## config.mk

```make
export PLATFORM = sky130hd
export DESIGN_NAME = ysyx_25040129_regfile_sb
export DESIGN_NICKNAME = d
export VERILOG_FILES = /design/src/rtl/ysyx_25040129_regfile_sb.sv
export SDC_FILE = /design/constraint.sdc
export NUM_CORES = 1
export LEC_CHECK = 0
export CORE_MARGIN = 4
export CORE_UTILIZATION = 48
export CTS_CLUSTER_SIZE = 12
export DETAILED_ROUTE_END_ITERATION = 10
export PLACE_DENSITY_LB_ADDON = 0.3
export SLEW_MARGIN = 20
export SYNTH_ARGS = -nofsm -noshare
export SYNTH_HDL_FRONTEND = slang
export SYNTH_SLANG_ARGS = --single-unit
```

## constraint.sdc

```tcl
create_clock -name clk -period 7.1 [get_ports clk]
set_input_delay 1.065 -clock clk [delete_from_list [all_inputs] [get_ports clk]]
set_output_delay 1.065 -clock clk [all_outputs]
set_load 0.1 [all_outputs]
```

## src/rtl/ysyx_25040129_regfile_sb.sv

```systemverilog
// rtl/ysyx_25040129_regfile_sb.sv - register file with per-register busy scoreboard
//
// Purpose: NREGS x XLEN architectural register file (x0 hard-wired to zero)
// with a busy bit per register. Issue claims a destination register, and
// writeback returns the data and releases the claim. Flush drops every
// outstanding claim but keeps register contents.
//
// Optional feature macro: YSYX_25040129_REGFILE_BYPASS_EN
//   defined   - a writeback in flight is forwarded to the read ports in the
//               same cycle, and the read port reports the register as not busy
//   undefined - reads return stored state; a writeback is visible next cycle
//
// Ports:
//   clk, rst               clock; synchronous active-high reset
//   rs1_id/rs2_id          read indices -> rs1_data/rs2_data, rs1_busy/rs2_busy
//   claim_valid/claim_rd   claim request -> claim_ready
//   wb_en/wb_rd/wb_data    writeback strobe, index and data
//   flush                  clear all busy bits
//   busy_cnt               registered count of busy registers
module ysyx_25040129_regfile_sb #(
  parameter int NREGS = 16,
  parameter int XLEN  = 32,
  localparam int AW   = $clog2(NREGS)
) (
  input  logic            clk,
  input  logic            rst,
  input  logic [AW-1:0]   rs1_id,
  input  logic [AW-1:0]   rs2_id,
  output logic [XLEN-1:0] rs1_data,
  output logic [XLEN-1:0] rs2_data,
  output logic            rs1_busy,
  output logic            rs2_busy,
  input  logic            claim_valid,
  input  logic [AW-1:0]   claim_rd,
  output logic            claim_ready,
  input  logic            wb_en,
  input  logic [AW-1:0]   wb_rd,
  input  logic [XLEN-1:0] wb_data,
  input  logic            flush,
  output logic [AW:0]     busy_cnt
);

  logic [XLEN-1:0] regs_q [NREGS];
  logic [XLEN-1:0] regs_d [NREGS];
  logic [NREGS-1:0] busy_q, busy_d;
  logic [AW:0]      busy_cnt_q, busy_cnt_d;
  logic             wb_fire;
  logic             claim_fire;

  // A register being written back this cycle can be re-claimed in the same
  // cycle; the claim wins so the new owner sees it busy.
  assign claim_ready = !flush &&
                       (claim_rd == '0 || !busy_q[claim_rd] ||
                        (wb_en && wb_rd == claim_rd));

  assign wb_fire    = wb_en && (wb_rd != '0);
  assign claim_fire = claim_valid && claim_ready && (claim_rd != '0);

  always_comb begin
    regs_d = regs_q;
    busy_d = busy_q;
    if (wb_fire) begin
      regs_d[wb_rd] = wb_data;
      busy_d[wb_rd] = 1'b0;
    end
    if (claim_fire) begin
      busy_d[claim_rd] = 1'b1;
    end
    if (flush) begin
      busy_d = '0;
    end
    if (rst) begin
      for (int i = 0; i < NREGS; i++) begin
        regs_d[i] = '0;
      end
      busy_d = '0;
    end
    // Count is derived from the next busy vector, so it always matches the
    // registered vector exactly; bit 0 is never set, so it stays <= NREGS-1.
    busy_cnt_d = '0;
    for (int i = 0; i < NREGS; i++) begin
      busy_cnt_d = busy_cnt_d + (AW+1)'(busy_d[i]);
    end
  end

  always_ff @(posedge clk) begin
    regs_q     <= regs_d;
    busy_q     <= busy_d;
    busy_cnt_q <= busy_cnt_d;
  end

  assign busy_cnt = busy_cnt_q;

`ifdef YSYX_25040129_REGFILE_BYPASS_EN
  always_comb begin
    rs1_data = '0;
    rs1_busy = 1'b0;
    rs2_data = '0;
    rs2_busy = 1'b0;
    if (rs1_id != '0) begin
      if (wb_en && wb_rd == rs1_id) begin
        rs1_data = wb_data;
      end else begin
        rs1_data = regs_q[rs1_id];
        rs1_busy = busy_q[rs1_id];
      end
    end
    if (rs2_id != '0) begin
      if (wb_en && wb_rd == rs2_id) begin
        rs2_data = wb_data;
      end else begin
        rs2_data = regs_q[rs2_id];
        rs2_busy = busy_q[rs2_id];
      end
    end
  end
`else
  assign rs1_data = (rs1_id == '0) ? '0 : regs_q[rs1_id];
  assign rs2_data = (rs2_id == '0) ? '0 : regs_q[rs2_id];
  assign rs1_busy = (rs1_id != '0) && busy_q[rs1_id];
  assign rs2_busy = (rs2_id != '0) && busy_q[rs2_id];
`endif

endmodule

```

==> results_dict.tcl, run 1 <==
set metrics [dict create \
    vias 23000 \
    dieArea_sq_um 60200 \
    synth_compound_area_share_pct 9.73 \
    synth.distinct_cells 39 \
    critPathRequiredTime_ns 7.59 \
    synth_area_leaders "dfxtp_1 39%, mux4_2 28%, nand2_1 14%, a21oi_1 8.9%, clkbuf_1 3.0%" \
    ys.flop_type "dfxtp_1" \
    clk_latency_ns 0.60 \
    grt_pass1_wl_um 137000 \
    gp_congestion 0.845 \
    post_cts_resized 0 \
    wl_um 91800 \
    drive_gt1_share_pct 18.4 \
    synthMuxAreaShare_pct 27.9 \
    first_iter_violations 3343 \
    syn_avg_cell_area_sq_um 9.51 \
    start_kind "input port" \
    fin_ws_ns 1.30 \
    gr-total-overflow 0 \
    crit_type "in -> reg" \
    final.period_utilization_pct 81.6 \
    ir_drop_mv 0.172 \
    rsz0062_at_grt "no" \
    finalSetupViolations 0 \
    synth_top_area_share_pct 39.5 \
    whs_ns 0.465 \
    grt_pass1_vias 22600 \
    cts_tree "yes" \
    critical_path_arrival_ns 6.28 \
    die_width_um 245 \
    antenna_found_initial 6 \
    power.density_nw_per_um2 213 \
    track_usage_pct 29.9 \
    ys_warn_count 0 \
    tightestPinTransition_ns 1.09 \
    hold_depth 2 \
    post-cts-setup-buffer-count 0 \
    hold_class "reg -> reg" \
    synthSimpleGateAreaFrac_pct 17.3 \
    syn_nets 2908 \
    place_inst 3504 \
    crit_path_end_kind "flop" \
    fillers 4713 \
    port_buffers 124 \
    outcome "finished clean" \
    grt_max_degree 110 \
    ys_ff_latch 533 \
    whs_endpoint "regs_q[52]" \
    tns_ns 0 \
    path_clk_slew_ns 0.06 \
    worst-r2r-cell-count 16 \
    maxCapViolations 0 \
    max_freq_mhz 173 \
    layout.nets 2882 \
    cts_root_buffer "clkbuf_16" \
    synth_xor_area_share_pct 0.194 \
    pre_cts_ws_ns 0.711 \
    drc 0 \
    fin_cells 3604 \
    rr_endpoint "busy_cnt[4]" \
    via_per_inst 6.39 \
    slowest_stage "clkdlybuf4s50_1" \
    seq_area_frac_synth_pct 39.5 \
    antenna_left 0 \
    slew_headroom_pct 27.4 \
    synth_area_leader_cell "dfxtp_1" \
    cts-buffers-inserted 56 \
    clockBufferDepth 3 \
    async_flop_share_pct 0 \
    synth_edf_count 0 \
    htree_levels 2 \
    synthCells 2840 \
    slew_viol_final 0 \
    cts_hold_buffers 0 \
    leakagePower_nw 9.87 \
    crit_top_cell "fa_1" \
    design.core.area_sq_um 55400 \
    path_cells "clkdlybuf4s50_1 -> xnor2_1 -> nand3_1 -> nor2_1 -> a32oi_1 -> o21ai_0 -> fa_1 -> inv_1 -> fa_1 -> fa_1 -> inv_1 -> fa_1 -> ha_1 -> fa_1 -> a21oi_1 -> nor2b_1" \
    num_rows 86 \
    slowest_delay_ns 0.84 \
    synthAdderAreaFrac_pct 0.972 \
    hold_violations 0 \
    mostFrequentLayoutCell "nand2_1" \
    chipHeight_um 245 \
    wire_per_inst_um 25.5 \
    final_cell_mix "974 x nand2_1, 533 x dfxtp_1, 483 x a21oi_1, 332 x mux4_2, 115 x clkdlybuf4s50_1" \
    dr.pass1.iters 6 \
    syn_area_sq_um 27000 \
    pin_count 125 \
    r2r_setup_slack_ns 2.24 \
    hpwl_um 49900 \
    synth_top_family_by_area "multiplexers" \
    skew_ns 0.00700 \
    post-route-min-period_ns 5.80 \
    start_util_pct 48.8 \
    path_max_fanout 14 \
    critical_path.reg2reg.startpoint "busy_q[14]" \
    final_util_pct 55.1 \
    min_from "regs_q[52]" \
    synthToLayoutAreaGrowth_pct 13.0 \
    clkSinkCount 533 \
]
[logic make-up after synthesis]
group,count (synthesis)
muxes,337
AOI/OAI and AO/OA,510
xor gates and xnor gates,6
buffers and inverters,285
and+or+nand+nor,1154
DFF,533
adders and majority gates,15
[where the power goes]
| group | total (mW) | internal (mW) | leakage [nW] | switching [mW] |
|---|---|---|---|---|
| sequential | 3.05 | 3.03 | 4.30 | 0.0249 |
| combinational | 0.591 | 0.196 | 4.71 | 0.395 |
| clock | 2.86 | 1.64 | 0.863 | 1.21 |
| total | 6.50 | 4.87 | 9.87 | 1.63 |
[layout make-up]
class	instances	area [sq um]	area share [%]
antenna	2	5.00	0.0164
clock buffer	84	1630	5.33
clock inverter	14	133	0.434
inverter	11	41.3	0.135
multi-input combinational	2022	15300	50.2
sequential	533	10700	34.9
tap	748	936	3.06
timing repair buffer	190	1800	5.89
[cells in the mapped netlist, types with 4 or more instances]
cell	count
nand2_1	985
dfxtp_1	533
a21oi_1	483
mux4_2	332
clkbuf_1	216
nor2b_1	103
buf_2	36
nor2_1	24
nand3_1	15
inv_1	11
buf_1	10
fa_1	10
buf_6	8
nor3_1	7
a32o_1	6
a32oi_1	6
o21ai_0	6
ha_1	5
xnor2_1	5
buf_4	4
mux2i_1	4
[per-stage QoR]
stage	power [mW]	instance area, sq um
4_1_cts	6.52	30500
2_1_floorplan	3.50	27000
6_report	6.50	30500
5_1_grt	6.68	30500
3_3_place_gp	3.69	28800
3_5_place_dp	3.70	28800
[sequential cells by signal, indices dropped and copies added (netlist names)]
register,cells
busy_cnt,5
busy_q,16
regs_q,512
[critical path, delay by kind of cell]
family	cells	cell delay, ns
AOI/OAI and AO/OA	3	1.18
buffers and inverters	3	0.94
and+or+nand+nor	3	0.30
xor gates and xnor gates	1	0.14
adders and majority gates	6	2.64
[how the worst max path moves through the flow]
stage	depth (start not counted)	slack [ns]	startpoint	endpoint
finish	16	1.30	wb_rd[1]	busy_cnt[4]
global route	16	0.90	wb_rd[1]	busy_cnt[4]
CTS	16	1.33	wb_rd[1]	busy_cnt[4]
detailed placement	16	0.71	wb_rd[1]	busy_cnt[4]
global placement	16	0.75	wb_rd[1]	busy_cnt[4]
floorplan	17	1.55	claim_rd[1]	busy_cnt[4]
[layer usage]
layer / GRT usage, % / up-vias / part of all wire, %
met5: 0 / - / 0.039
met4: 12.4 / 6 / 4.7
met3: 8.61 / 306 / 13
met2: 45.7 / 1533 / 45
met1: 40.3 / 11300 / 37
li1: - / 9874 / -
No activity file was read; power rests on OpenSTA's default activity.
==> inputs of run 2 (changes only) <==
- clock period: 7.1 -> 6 ns (I/O delays scaled with it)
==> results_dict.tcl, run 2 (synthesized netlist as in run 1, its figures left out) <==
set metrics [dict create \
    p_seq_share_pct 45.7 \
    path_max_fanout 4 \
    antenna_left 0 \
    port_buffers 124 \
    place_inst 3515 \
    start_kind "input port" \
    wire_per_inst_um 25.9 \
    power.density_nw_per_um2 258 \
    largest_register_ffs 512 \
    worst-r2r-cell-count 16 \
    gp_congestion 0.846 \
    finalSetupViolations 0 \
    whs_ns 0.466 \
    design.core.area_sq_um 55400 \
    die_width_um 245 \
    cts_root_buffer "clkbuf_16" \
    hpwl_um 51300 \
    p_clk_share_pct 45.4 \
    post-route-min-period_ns 5.40 \
    rsz0062_at_grt "no" \
    r2r_setup_slack_ns 1.17 \
    path_clk_slew_ns 0.06 \
    final.period_utilization_pct 90.0 \
    clockBufferDepth 3 \
    layout.nets 2896 \
    synthToLayoutAreaGrowth_pct 13.4 \
    grt_max_degree 269 \
    hold_class "reg -> reg" \
    skew_ns 0.00610 \
    antenna_found_initial 3 \
    vias 23100 \
    dieArea_sq_um 60200 \
    slew_headroom_pct 34.0 \
    final_cell_mix "974 x nand2_1, 533 x dfxtp_1, 483 x a21oi_1, 332 x mux4_2, 122 x buf_4" \
    regArea_sq_um 10700 \
    dr.pass1.iters 6 \
    crit_path_end_kind "flop" \
    cts_hold_buffers 0 \
    cts-buffers-inserted 57 \
    grt_pass1_vias 22500 \
    mostFrequentLayoutCell "nand2_1" \
    slew_viol_final 0 \
    post-cts-setup-buffer-count 0 \
    critical_path_arrival_ns 5.91 \
    hold_violations 0 \
    via_per_inst 6.37 \
    drive_gt1_share_pct 20.5 \
    chipHeight_um 245 \
    gr-total-overflow 0 \
    fin_cells 3622 \
    fillers 4732 \
    clk_latency_ns 0.62 \
    total_power_mw 7.91 \
    ir_drop_mv 0.210 \
    clkSinkCount 533 \
    maxCapViolations 0 \
    grt_pass1_wl_um 139000 \
    outcome "finished clean" \
    p_switching_mw 1.99 \
    crit_type "in -> reg" \
    p_int_mw 5.92 \
    track_usage_pct 30.6 \
    first_iter_violations 3448 \
    hold_depth 2 \
    top_register "regs_q" \
    p_sw_share_pct 25.1 \
    max_freq_mhz 185 \
    critPathRequiredTime_ns 6.51 \
    cts_tree "yes" \
    combPwrFrac_pct 8.9 \
    wl_um 93800 \
    tns_ns 0 \
    tightestPinTransition_ns 0.987 \
    start_util_pct 48.8 \
    multiInputGateArea_sq_um 15300 \
    htree_levels 2 \
    post_cts_resized 0 \
    num_rows 86 \
    pin_count 125 \
    drc 0 \
    leakagePower_nw 10.1 \
]
run 2: cell types whose count changed in the layout (fill, tap and decap cells not counted), moves of 2 or more:
| cell | before | now |
|---|---|---|
| buf_12 | 5 | 3 |
| buf_16 | 0 | 2 |
| buf_4 | 60 | 122 |
| bufinv_16 | 2 | 4 |
| clkbuf_1 | 17 | 19 |
| clkbuf_16 | 57 | 59 |
| clkdlybuf4s50_1 | 115 | 67 |
run 2: power by group through the flow:
stage          Clock, mW  Sequential (mW)  Combinational (mW)
2_1_floorplan          0             3.68               0.466
3_3_place_gp           0             3.68               0.683
3_5_place_dp           0             3.69               0.692
4_1_cts             3.62             3.61               0.693
5_1_grt             3.76             3.61               0.740
6_report            3.59             3.61               0.706
run 2: path summary, 6_finish.rpt:
check,start,endpoint
max,claim_rd[1],busy_cnt[4]
min,regs_q[405],regs_q[405]
max reg2reg,busy_q[15],busy_cnt[4]
min reg2reg,regs_q[405],regs_q[405]
run 2: per-layer routing:
metal,GRT usage [%],vias up,wire length [um]
li1,-,9910,-
met1,42.1,11300,34900
met2,46.7,1578,42000
met3,7.64,304,12700
met4,12.3,6,4190
met5,0,-,32
run 2: final cells by class:
cell class              count  share of cell area, %
inverters                  11                  0.135
multi-input cells        2022                   50.0
clock buffers              89                   5.54
clock inverters            15                  0.600
well taps                 748                   3.05
diodes                      1                0.00816
repair buffers            203                   5.83
flip-flops and latches    533                   34.8
run 2: worst max-delay path: stages:
cell             delay (ns)
clkdlybuf4s50_1        0.61
mux4_2                 0.53
mux2_2                 0.30
o31a_1                 0.12
nor2b_1                0.27
a32oi_1                0.14
fa_1                   0.55
inv_1                  0.05
fa_1                   0.47
inv_1                  0.06
fa_1                   0.50
inv_1                  0.05
fa_1                   0.44
ha_1                   0.24
fa_1                   0.47
a21oi_1                0.16
nor2b_1                0.06
run 2: metrics by stage:
step	area, sq um	setup WS, ns	utilization, %
detailed placement	28700	0.00792	51.8
global placement	28700	0.0260	51.8
finish	30600	0.601	55.3
floorplan	27000	0.619	-
global route	30600	0.401	55.3
CTS	30600	0.634	55.2
